===== src/rtl/mult_arbiter_pkg.sv =====
`default_nettype none
// ============================================================================
// Module      : mult_arbiter_pkg
// Description : Shared defaults and helper functions for the multiplier
//               arbiter: default operand width and requester count, id-width
//               derivation, and the modulo-R round-robin pointer wrap.
// Revision    : 1.0 - initial release
// ============================================================================
package mult_arbiter_pkg;

   localparam int DEF_N = 16;
   localparam int DEF_R = 4;

   // Width of a requester index; at least one bit even for degenerate R.
   function automatic int id_width(input int r);
      return (r <= 1) ? 1 : $clog2(r);
   endfunction

   // Successor of requester i, wrapped explicitly so non-power-of-2 R works.
   function automatic int next_ptr(input int i, input int r);
      return (i + 1 >= r) ? 0 : i + 1;
   endfunction

endpackage
`default_nettype wire


===== src/rtl/mult_arbiter_rr_arbiter.sv =====
`default_nettype none
// ============================================================================
// Module      : rr_arbiter
// Description : Round-robin arbiter over R requesters. Search starts at the
//               pointer and wraps; the winner's successor becomes the new
//               pointer. Grants are suppressed while rst is high.
// Revision    : 1.0 - initial release
// ============================================================================
import mult_arbiter_pkg::*;

module rr_arbiter #(
   parameter int R   = DEF_R,
   parameter int IDW = id_width(R)
) (
   input  logic           clk,
   input  logic           rst,
   input  logic [R-1:0]   req,
   input  logic           advance,
   output logic [R-1:0]   grant,
   output logic           grant_any,
   output logic [IDW-1:0] grant_id
);

   logic [IDW-1:0] r_ptr;
   logic [R-1:0]   w_grant;
   logic           w_any;
   logic [IDW-1:0] w_id;
   logic [IDW:0]   w_idx;
   logic [IDW-1:0] w_sel;

   // Scan ptr, ptr+1, ... (mod R) and grant the first asserted request.
   always_comb begin
      w_grant = '0;
      w_any   = 1'b0;
      w_id    = '0;
      w_idx   = '0;
      w_sel   = '0;
      for (int k = 0; k < R; k++) begin
         w_idx = {1'b0, r_ptr} + (IDW+1)'(k);
         if (w_idx >= (IDW+1)'(R)) begin
            w_idx = w_idx - (IDW+1)'(R);
         end
         w_sel = w_idx[IDW-1:0];
         if (!w_any && req[w_sel]) begin
            w_grant[w_sel] = 1'b1;
            w_any          = 1'b1;
            w_id           = w_sel;
         end
      end
      if (rst || !advance) begin
         w_grant = '0;
         w_any   = 1'b0;
         w_id    = '0;
      end
   end

   // Pointer moves past the winner; it stays put on idle cycles.
   always_ff @(posedge clk) begin
      if (rst) begin
         r_ptr <= '0;
      end else if (w_any) begin
         r_ptr <= IDW'(next_ptr(int'(w_id), R));
      end
   end

   assign grant     = w_grant;
   assign grant_any = w_any;
   assign grant_id  = w_id;

endmodule
`default_nettype wire


===== src/rtl/multiplier.sv =====
`default_nettype none
// ============================================================================
// Module      : multiplier
// Description : Combinational unsigned N x N -> 2N multiplier.
// Revision    : 1.0 - initial release
// ============================================================================
module multiplier #(
   parameter int N = 16
) (
   input  logic [N-1:0]   i_a,
   input  logic [N-1:0]   i_b,
   output logic [2*N-1:0] o_p
);

   // Both operands are widened first so the full 2N-bit product is kept.
   assign o_p = {{N{1'b0}}, i_a} * {{N{1'b0}}, i_b};

endmodule
`default_nettype wire


===== src/rtl/mult_arbiter.sv =====
`default_nettype none
// ============================================================================
// Module      : mult_arbiter
// Description : Shares one combinational multiplier among R requesters.
//               A round-robin grant registers the winning operands (issue
//               stage); the product is registered with the winner's id
//               (result stage), giving a fixed two-cycle latency.
// Revision    : 1.0 - initial release
// ============================================================================
import mult_arbiter_pkg::*;

module mult_arbiter #(
   parameter int N = DEF_N,
   parameter int R = DEF_R
) (
   input  logic                      clk,
   input  logic                      rst,
   input  logic [R-1:0]              req_valid,
   input  logic [R*N-1:0]            req_a,
   input  logic [R*N-1:0]            req_b,
   output logic [R-1:0]              req_ready,
   output logic                      rsp_valid,
   output logic [id_width(R)-1:0]    rsp_id,
   output logic [2*N-1:0]            rsp_p,
   output logic                      busy
);

   localparam int IDW = id_width(R);

   logic [R-1:0]   w_grant;
   logic           w_any;
   logic [IDW-1:0] w_id;
   logic [N-1:0]   w_a;
   logic [N-1:0]   w_b;
   logic [2*N-1:0] w_prod;

   logic [N-1:0]   r_op_a;
   logic [N-1:0]   r_op_b;
   logic           r_s1_valid;
   logic [IDW-1:0] r_s1_id;
   logic           r_rsp_valid;
   logic [IDW-1:0] r_rsp_id;
   logic [2*N-1:0] r_rsp_p;

   // No backpressure downstream, so the arbiter may grant every cycle.
   rr_arbiter #(
      .R   (R),
      .IDW (IDW)
   ) u_arb (
      .clk       (clk),
      .rst       (rst),
      .req       (req_valid),
      .advance   (1'b1),
      .grant     (w_grant),
      .grant_any (w_any),
      .grant_id  (w_id)
   );

   // Select the granted requester's operand pair (grant is one-hot).
   always_comb begin
      w_a = '0;
      w_b = '0;
      for (int k = 0; k < R; k++) begin
         if (w_grant[k]) begin
            w_a = req_a[k*N +: N];
            w_b = req_b[k*N +: N];
         end
      end
   end

   // Issue stage: capture operands and owner; operands hold when idle.
   always_ff @(posedge clk) begin
      if (rst) begin
         r_op_a     <= '0;
         r_op_b     <= '0;
         r_s1_valid <= 1'b0;
         r_s1_id    <= '0;
      end else begin
         r_s1_valid <= w_any;
         if (w_any) begin
            r_op_a  <= w_a;
            r_op_b  <= w_b;
            r_s1_id <= w_id;
         end
      end
   end

   multiplier #(
      .N (N)
   ) u_mul (
      .i_a (r_op_a),
      .i_b (r_op_b),
      .o_p (w_prod)
   );

   // Result stage: register product and id; both hold on bubble cycles.
   always_ff @(posedge clk) begin
      if (rst) begin
         r_rsp_valid <= 1'b0;
         r_rsp_id    <= '0;
         r_rsp_p     <= '0;
      end else begin
         r_rsp_valid <= r_s1_valid;
         if (r_s1_valid) begin
            r_rsp_p  <= w_prod;
            r_rsp_id <= r_s1_id;
         end
      end
   end

   assign req_ready = w_grant;
   assign rsp_valid = r_rsp_valid;
   assign rsp_id    = r_rsp_id;
   assign rsp_p     = r_rsp_p;
   assign busy      = r_s1_valid | r_rsp_valid;

endmodule
`default_nettype wire


===== config.mk =====
export PLATFORM = sky130hd
export DESIGN_NAME = mult_arbiter
export DESIGN_NICKNAME = d
export VERILOG_FILES = /design/src/rtl/mult_arbiter_pkg.sv /design/src/rtl/mult_arbiter_rr_arbiter.sv /design/src/rtl/multiplier.sv /design/src/rtl/mult_arbiter.sv
export SDC_FILE = /design/constraint.sdc
export NUM_CORES = 1
export LEC_CHECK = 0
export CELL_PAD_IN_SITES_DETAIL_PLACEMENT = 1
export CELL_PAD_IN_SITES_GLOBAL_PLACEMENT = 2
export CORE_MARGIN = 2
export CORE_UTILIZATION = 35
export DETAILED_ROUTE_END_ITERATION = 8
export GPL_TIMING_DRIVEN = 0
export PLACE_DENSITY_LB_ADDON = 0.08
export SYNTH_ARGS = -nofsm -noshare
export SYNTH_HDL_FRONTEND = slang
export SYNTH_SLANG_ARGS = --single-unit

===== constraint.sdc =====
create_clock -name clk -period 6.3 [get_ports clk]
set_input_delay 1.26 -clock clk [delete_from_list [all_inputs] [get_ports clk]]
set_output_delay 1.26 -clock clk [all_outputs]
set_load 0.01 [all_outputs]

-- Word level (Yosys, flattened, before mapping)
Cells that the tools add are included.
- register bits: 72
- output and inout bits: 40
- word-level logic and storage cells: 88
- magnitude comparators: 13
- reductions and logical operators: 10
- $mul: 1
- muxes and demuxes: 44
- $add $sub $neg: 8
- bitwise operators: 4
- operators with widths (cell ; number):
    two-way mux 16 bit ; 8
    multiplier 16 x 16 -> 32 bit ; 1
    two-way mux 2 bit ; 10
    two-way mux 4 bit ; 5
    two-way mux 1 bit ; 13
    greater-or-equal comparator 3 bit (second input constant) ; 4
    less-than comparator 2 x 3 -> 1 bit (second input constant) ; 4
    OR 4 bit ; 3
    binary-select mux 1 bit (select 2 bit) ; 4
    demux 1 bit (select 2 bit) ; 4
    greater-or-equal comparator 2 x 1 -> 1 bit (second input constant) ; 4
    subtractor 2 x 1 -> 2 bit (second input constant) ; 4
    logical AND 1 bit ; 7
    adder 2 x 1 -> 3 bit (second input constant) ; 2
    adder 2 x 2 -> 3 bit (second input constant) ; 2
    greater-or-equal comparator 2 x 3 -> 1 bit (second input constant) ; 1
    logical NOT 1 bit ; 3
    OR 1 bit ; 1

-- Longest topological paths before layout
- word-level depth: 19
- mapped depth: 24
- mapped depth without buffers: 22

-- Cells and area by module
From an unflattened synthesis, not the netlist that was laid out.
- cell total of the unflattened synthesis: 1386
- area, all modules: 12300.5 µm²
- modules (own cells, without submodules) (module ; area each (µm²) ; cells each ; times used ; sequential area each (µm²)):
    multiplier ; 8598.2 ; 998 ; 1 ; 0.0
    mult_arbiter ; 3106.7 ; 317 ; 1 ; 1401.3
    rr_arbiter ; 595.6 ; 71 ; 1 ; 40.0

-- Worst setup path before layout
OpenSTA, ideal clock, no wires.
- kind: flip-flop to flip-flop
- from: reg r_op_b[1]
- to: reg r_rsp_p[31] (netlist: rsp_p[31])
- required time: 6185 ps
- period minus slack after synthesis: 5685 ps
- path slack: 615 ps
- stages on the path, launching flop included: 22
- arrival time: 5570 ps
- cell sequence: dfxtp_1 clkbuf_1 nand2_1 fa_1 fa_1 inv_1 fa_1 inv_1 fa_1 fa_1 fa_1 inv_1 ha_1 and4_1 clkbuf_1 nand2_1 a2bb2oi_1 o2111ai_1 nand2_1 o21ai_0 mux2i_1 a2111oi_0
- word-level cells in the longest chain between the ends: 1
- ends and longest elaborated chain (item ; line ; source):
    from (decl) ; mult_arbiter.sv:38 ; logic [N-1:0] r_op_b;
    from (signal assigned) ; mult_arbiter.sv:82 ; r_op_b <= w_b;
    multiplier 16 x 16 -> 32 bit ; multiplier.sv:16 ; assign o_p = {{N{1'b0}}, i_a} * {{N{1'b0}}, i_b};
    to (signal assigned) ; mult_arbiter.sv:105 ; r_rsp_p <= w_prod;
    to (decl) ; mult_arbiter.sv:43 ; logic [2*N-1:0] r_rsp_p;
Every way passes these cells.
A chain may end at the register's enable or synchronous reset.

-- Final worst setup path
- from: reg r_op_b[11]
- to: reg r_rsp_p[26] (netlist: rsp_p[26])
The elaborated chain is that of the path after synthesis.

==> impl_metrics.json <==
{
  "antenna_found_initial": 1,
  "synth_fp_nets": 1827,
  "pre_cts_ws_ns": -0.847,
  "wirelength_um": 42500,
  "hp-class": "register to register",
  "tritoncts": "done",
  "cts_sinks": 72,
  "worstPathArrival_ns": 6.39,
  "hpwl_um": 35400,
  "grt_max_degree": 14,
  "num-nets-final": 2006,
  "critPathMostFrequentCell": "fa_1",
  "dieArea_um2": 36100,
  "place.gp.congestion": 0.831,
  "worstPathCellList": "clkbuf_4 -> nand2_1 -> fa_1 -> inv_1 -> fa_1 -> fa_1 -> fa_1 -> fa_1 -> fa_1 -> ha_1 -> and4_2 -> nand4_1 -> a211o_1 -> nand4_1 -> a41oi_2 -> xor2_1 -> nor2_1 -> a31o_2",
  "synth.top_cell.area_share": 0.320,
  "worstMarginPinSlew_ns": 0.899,
  "maxCapViolCount": 0,
  "drive_gt1_frac": 0.0885,
  "synth_edf_count": 0,
  "ioPinCount": 174,
  "crit_buf_inv": 2,
  "start_kind": "register",
  "synthesis.area_um2": 12100,
  "avgSynthCellArea_um2": 8.74,
  "grt_first_pass_wirelength_um": 66000,
  "synth_area_leaders": "fa_1 (32%), dfxtp_1 (12%), ha_1 (12%)",
  "final_cells": 2026,
  "relSlewSlack": 0.401,
  "initial_core_util": 0.353,
  "sequentialPowerShare": 0.182,
  "synth_cell_types": 63,
  "critPathCaptureType": "register",
  "min_period_ns": 6.13,
  "antenna_cells": 0,
  "synth_seq_cells": 72,
  "overflow": 0,
  "comb_power_share": 0.693,
  "postSynthCellCount": 1387,
  "die_x_um": 190,
  "drtAntennaViolNets": 0,
  "synth_flop_cell": "dfxtp_1",
  "leakage_nw": 6.66,
  "crit_path_top_delay_cell": "fa_1",
  "async_flop_share": 0,
  "synth-seq-area-share": 0.119,
  "cts-root-buf": "clkbuf_16",
  "yosysTopAreaCell": "fa_1",
  "fin_crit_sh": 0.973,
  "cts_buffer_depth": 2,
  "route.vias.total": 10428,
  "cts.reportedPaths.clkPinSlew_ns": 0.07,
  "cpPeakStageDelay_ns": 0.56,
  "viasPerCell": 5.15,
  "drc": 0,
  "status": "finished clean",
  "skew_ns": 0.0156,
  "rows": 68,
  "wl_per_cell_um": 21.0,
  "cp_max_fo": 10,
  "fmax_ghz": 0.163,
  "cts_buffers": 9,
  "path_delay_family": "adder cells",
  "clkLatencyLatePin_ns": 0.36,
  "internal_power_mw": 2.11,
  "power.density_nw_per_um2": 287,
  "power.share.clock": 0.125,
  "tns_ns": 0,
  "peakVddDrop_mv": 0.259,
  "required_ns": 6.55,
  "numPortBuffers": 168,
  "postCtsHoldBufs": 0,
  "rsz0062_at_grt": "yes",
  "fin_ws_ns": 0.168,
  "grt_usage": 0.242,
  "finalMaxSlewViolations": 0,
  "core_area_um2": 34300,
  "htreeDepth": 3,
  "grt_pass1_vias": 11516,
  "setup_violations": 0,
  "switching_share": 0.508,
  "syn_to_final_growth_pct": 23.5,
  "dpl.cell_count": 2011,
  "hold_violations": 0,
  "firstDrtPassIters": 5,
  "synth_warnings": 0,
  "die_h_um": 190,
  "switchingPower_mw": 2.19,
  "drtIter0Drc": 386,
  "path_class": "register to register"
}
==> stage by stage <==
| stage | hold slack (ns) | instance area (um^2) | total power [mW] | util |
|---|---|---|---|---|
| after floorplan | 0.426 | 12100 | 2.55 | - |
| after global placement | 0.436 | 14400 | 3.66 | 0.419 |
| after detailed placement | 0.447 | 14400 | 3.71 | 0.420 |
| after CTS | 0.462 | 14900 | 4.33 | 0.434 |
| after global routing | 0.487 | 15000 | 4.69 | 0.436 |
| final | 0.458 | 15000 | 4.30 | 0.436 |
==> logic make-up after synthesis <==
kind of cell             after synthesis  synth area share
AND/OR/NAND/NOR                      437             0.170
flip-flops                            72             0.119
buffers and inverters                303            0.0961
multiplexers                          17            0.0152
adder cells (fa/ha/maj)              306             0.436
XOR/XNOR                              24            0.0173
AO/OA/AOI/OAI                        228             0.146
==> cell usage in the layout (no fill, tap or decap), types with 21 or more instances in the layout <==
master	n
and2_1	112
clkdlybuf4s50_1	168
a221oi_2	21
dfxtp_2	24
a221oi_1	32
ha_1	110
o21ai_0	50
fa_1	194
nor2_1	46
nand2_1	218
dfxtp_1	42
inv_1	224
a21oi_1	31
clkbuf_1	32
==> power groups by stage <==
stage | sequential [mW] | combinational (mW) | clock (mW)
3_5_place_dp | 0.777 | 2.93 | 0
2_1_floorplan | 0.664 | 1.89 | 0
4_1_cts | 0.782 | 3.00 | 0.549
5_1_grt | 0.794 | 3.32 | 0.571
6_report | 0.783 | 2.98 | 0.539
3_3_place_gp | 0.774 | 2.89 | 0
==> flip-flops by register name, indices dropped and copies added, names as in the netlist <==
name and cells:
r_s1_valid 1, rsp_valid 1, r_s1_id 2, rsp_id 2, rsp_p 32, r_op_b 16
u_arb.r_ptr 2, r_op_a 16
==> cell type report <==
cell class,count,area (um^2)
tap,455,569
clock inverter,6,67.6
clock buffer,10,229
sequential,72,1490
multi-input combinational,1012,9580
buffer,76,485
timing repair buffer,170,1700
fill,4033,19300
inverter,225,845
==> final timing paths <==
path | from | end | slack, ns | cells past startpoint
setup reg to reg | r_op_b[11] | rsp_p[26] | 0.17 | 18
hold reg to reg | r_s1_id[1] | r_s1_id[1] | 0.46 | 1
setup / recovery | r_op_b[11] | rsp_p[26] | 0.17 | 18
hold / removal | r_s1_id[1] | r_s1_id[1] | 0.46 | 1
==> cell usage after synthesis, types with 2 or more instances <==
master / n
a2111oi_0: 2
a211o_1: 3
a211oi_1: 14
a21o_1: 13
a21oi_1: 32
a221oi_1: 32
a221oi_2: 21
a22oi_1: 3
a31o_2: 4
a31oi_1: 7
a41oi_1: 3
and2_1: 112
and3_1: 3
buf_2: 10
buf_4: 4
clkbuf_1: 64
dfxtp_1: 72
fa_1: 194
ha_1: 112
inv_1: 224
mux2i_1: 15
nand2_1: 218
nand2b_1: 3
nand3_1: 17
nand3b_1: 3
nand4_1: 4
nor2_1: 46
nor2b_1: 4
nor3_1: 6
nor4_1: 2
o211ai_1: 2
o21a_1: 7
o21ai_0: 52
o22ai_1: 2
o311ai_0: 2
o31ai_1: 11
o31ai_2: 3
o41ai_1: 2
or2_2: 2
or3_1: 12
xnor2_1: 14
xor2_1: 10
==> per-layer routing <==
layer / part of all wire / up-vias / GRT usage
met4: 0.022 / 0 / 0.0656
met2: 0.49 / 217 / 0.422
met3: 0.043 / 41 / 0.0413
met5: 0 / - / 0
met1: 0.44 / 5318 / 0.310
li1: - / 4852 / -
==> repair_timing <==
action / 4_1_cts / 5_1_grt
setup endpoints to repair: 18 / 11
setup buffers: 0 / 1
gates resized for setup: 97 / 32
hold endpoints to repair: 0 / 0
pin swaps: 0 / 3
==> worst reg2reg max path, delay by kind of cell, from the launching register on <==
family	cells	cell delay, ns
adders and majority gates	7	3.42
and+or+nand+nor	5	0.78
AOI/OAI and AO/OA	3	0.71
DFF	1	0.50
buffers and inverters	2	0.39
xor gates and xnor gates	1	0.22
Note: power is estimated with default switching activity, not from simulation.
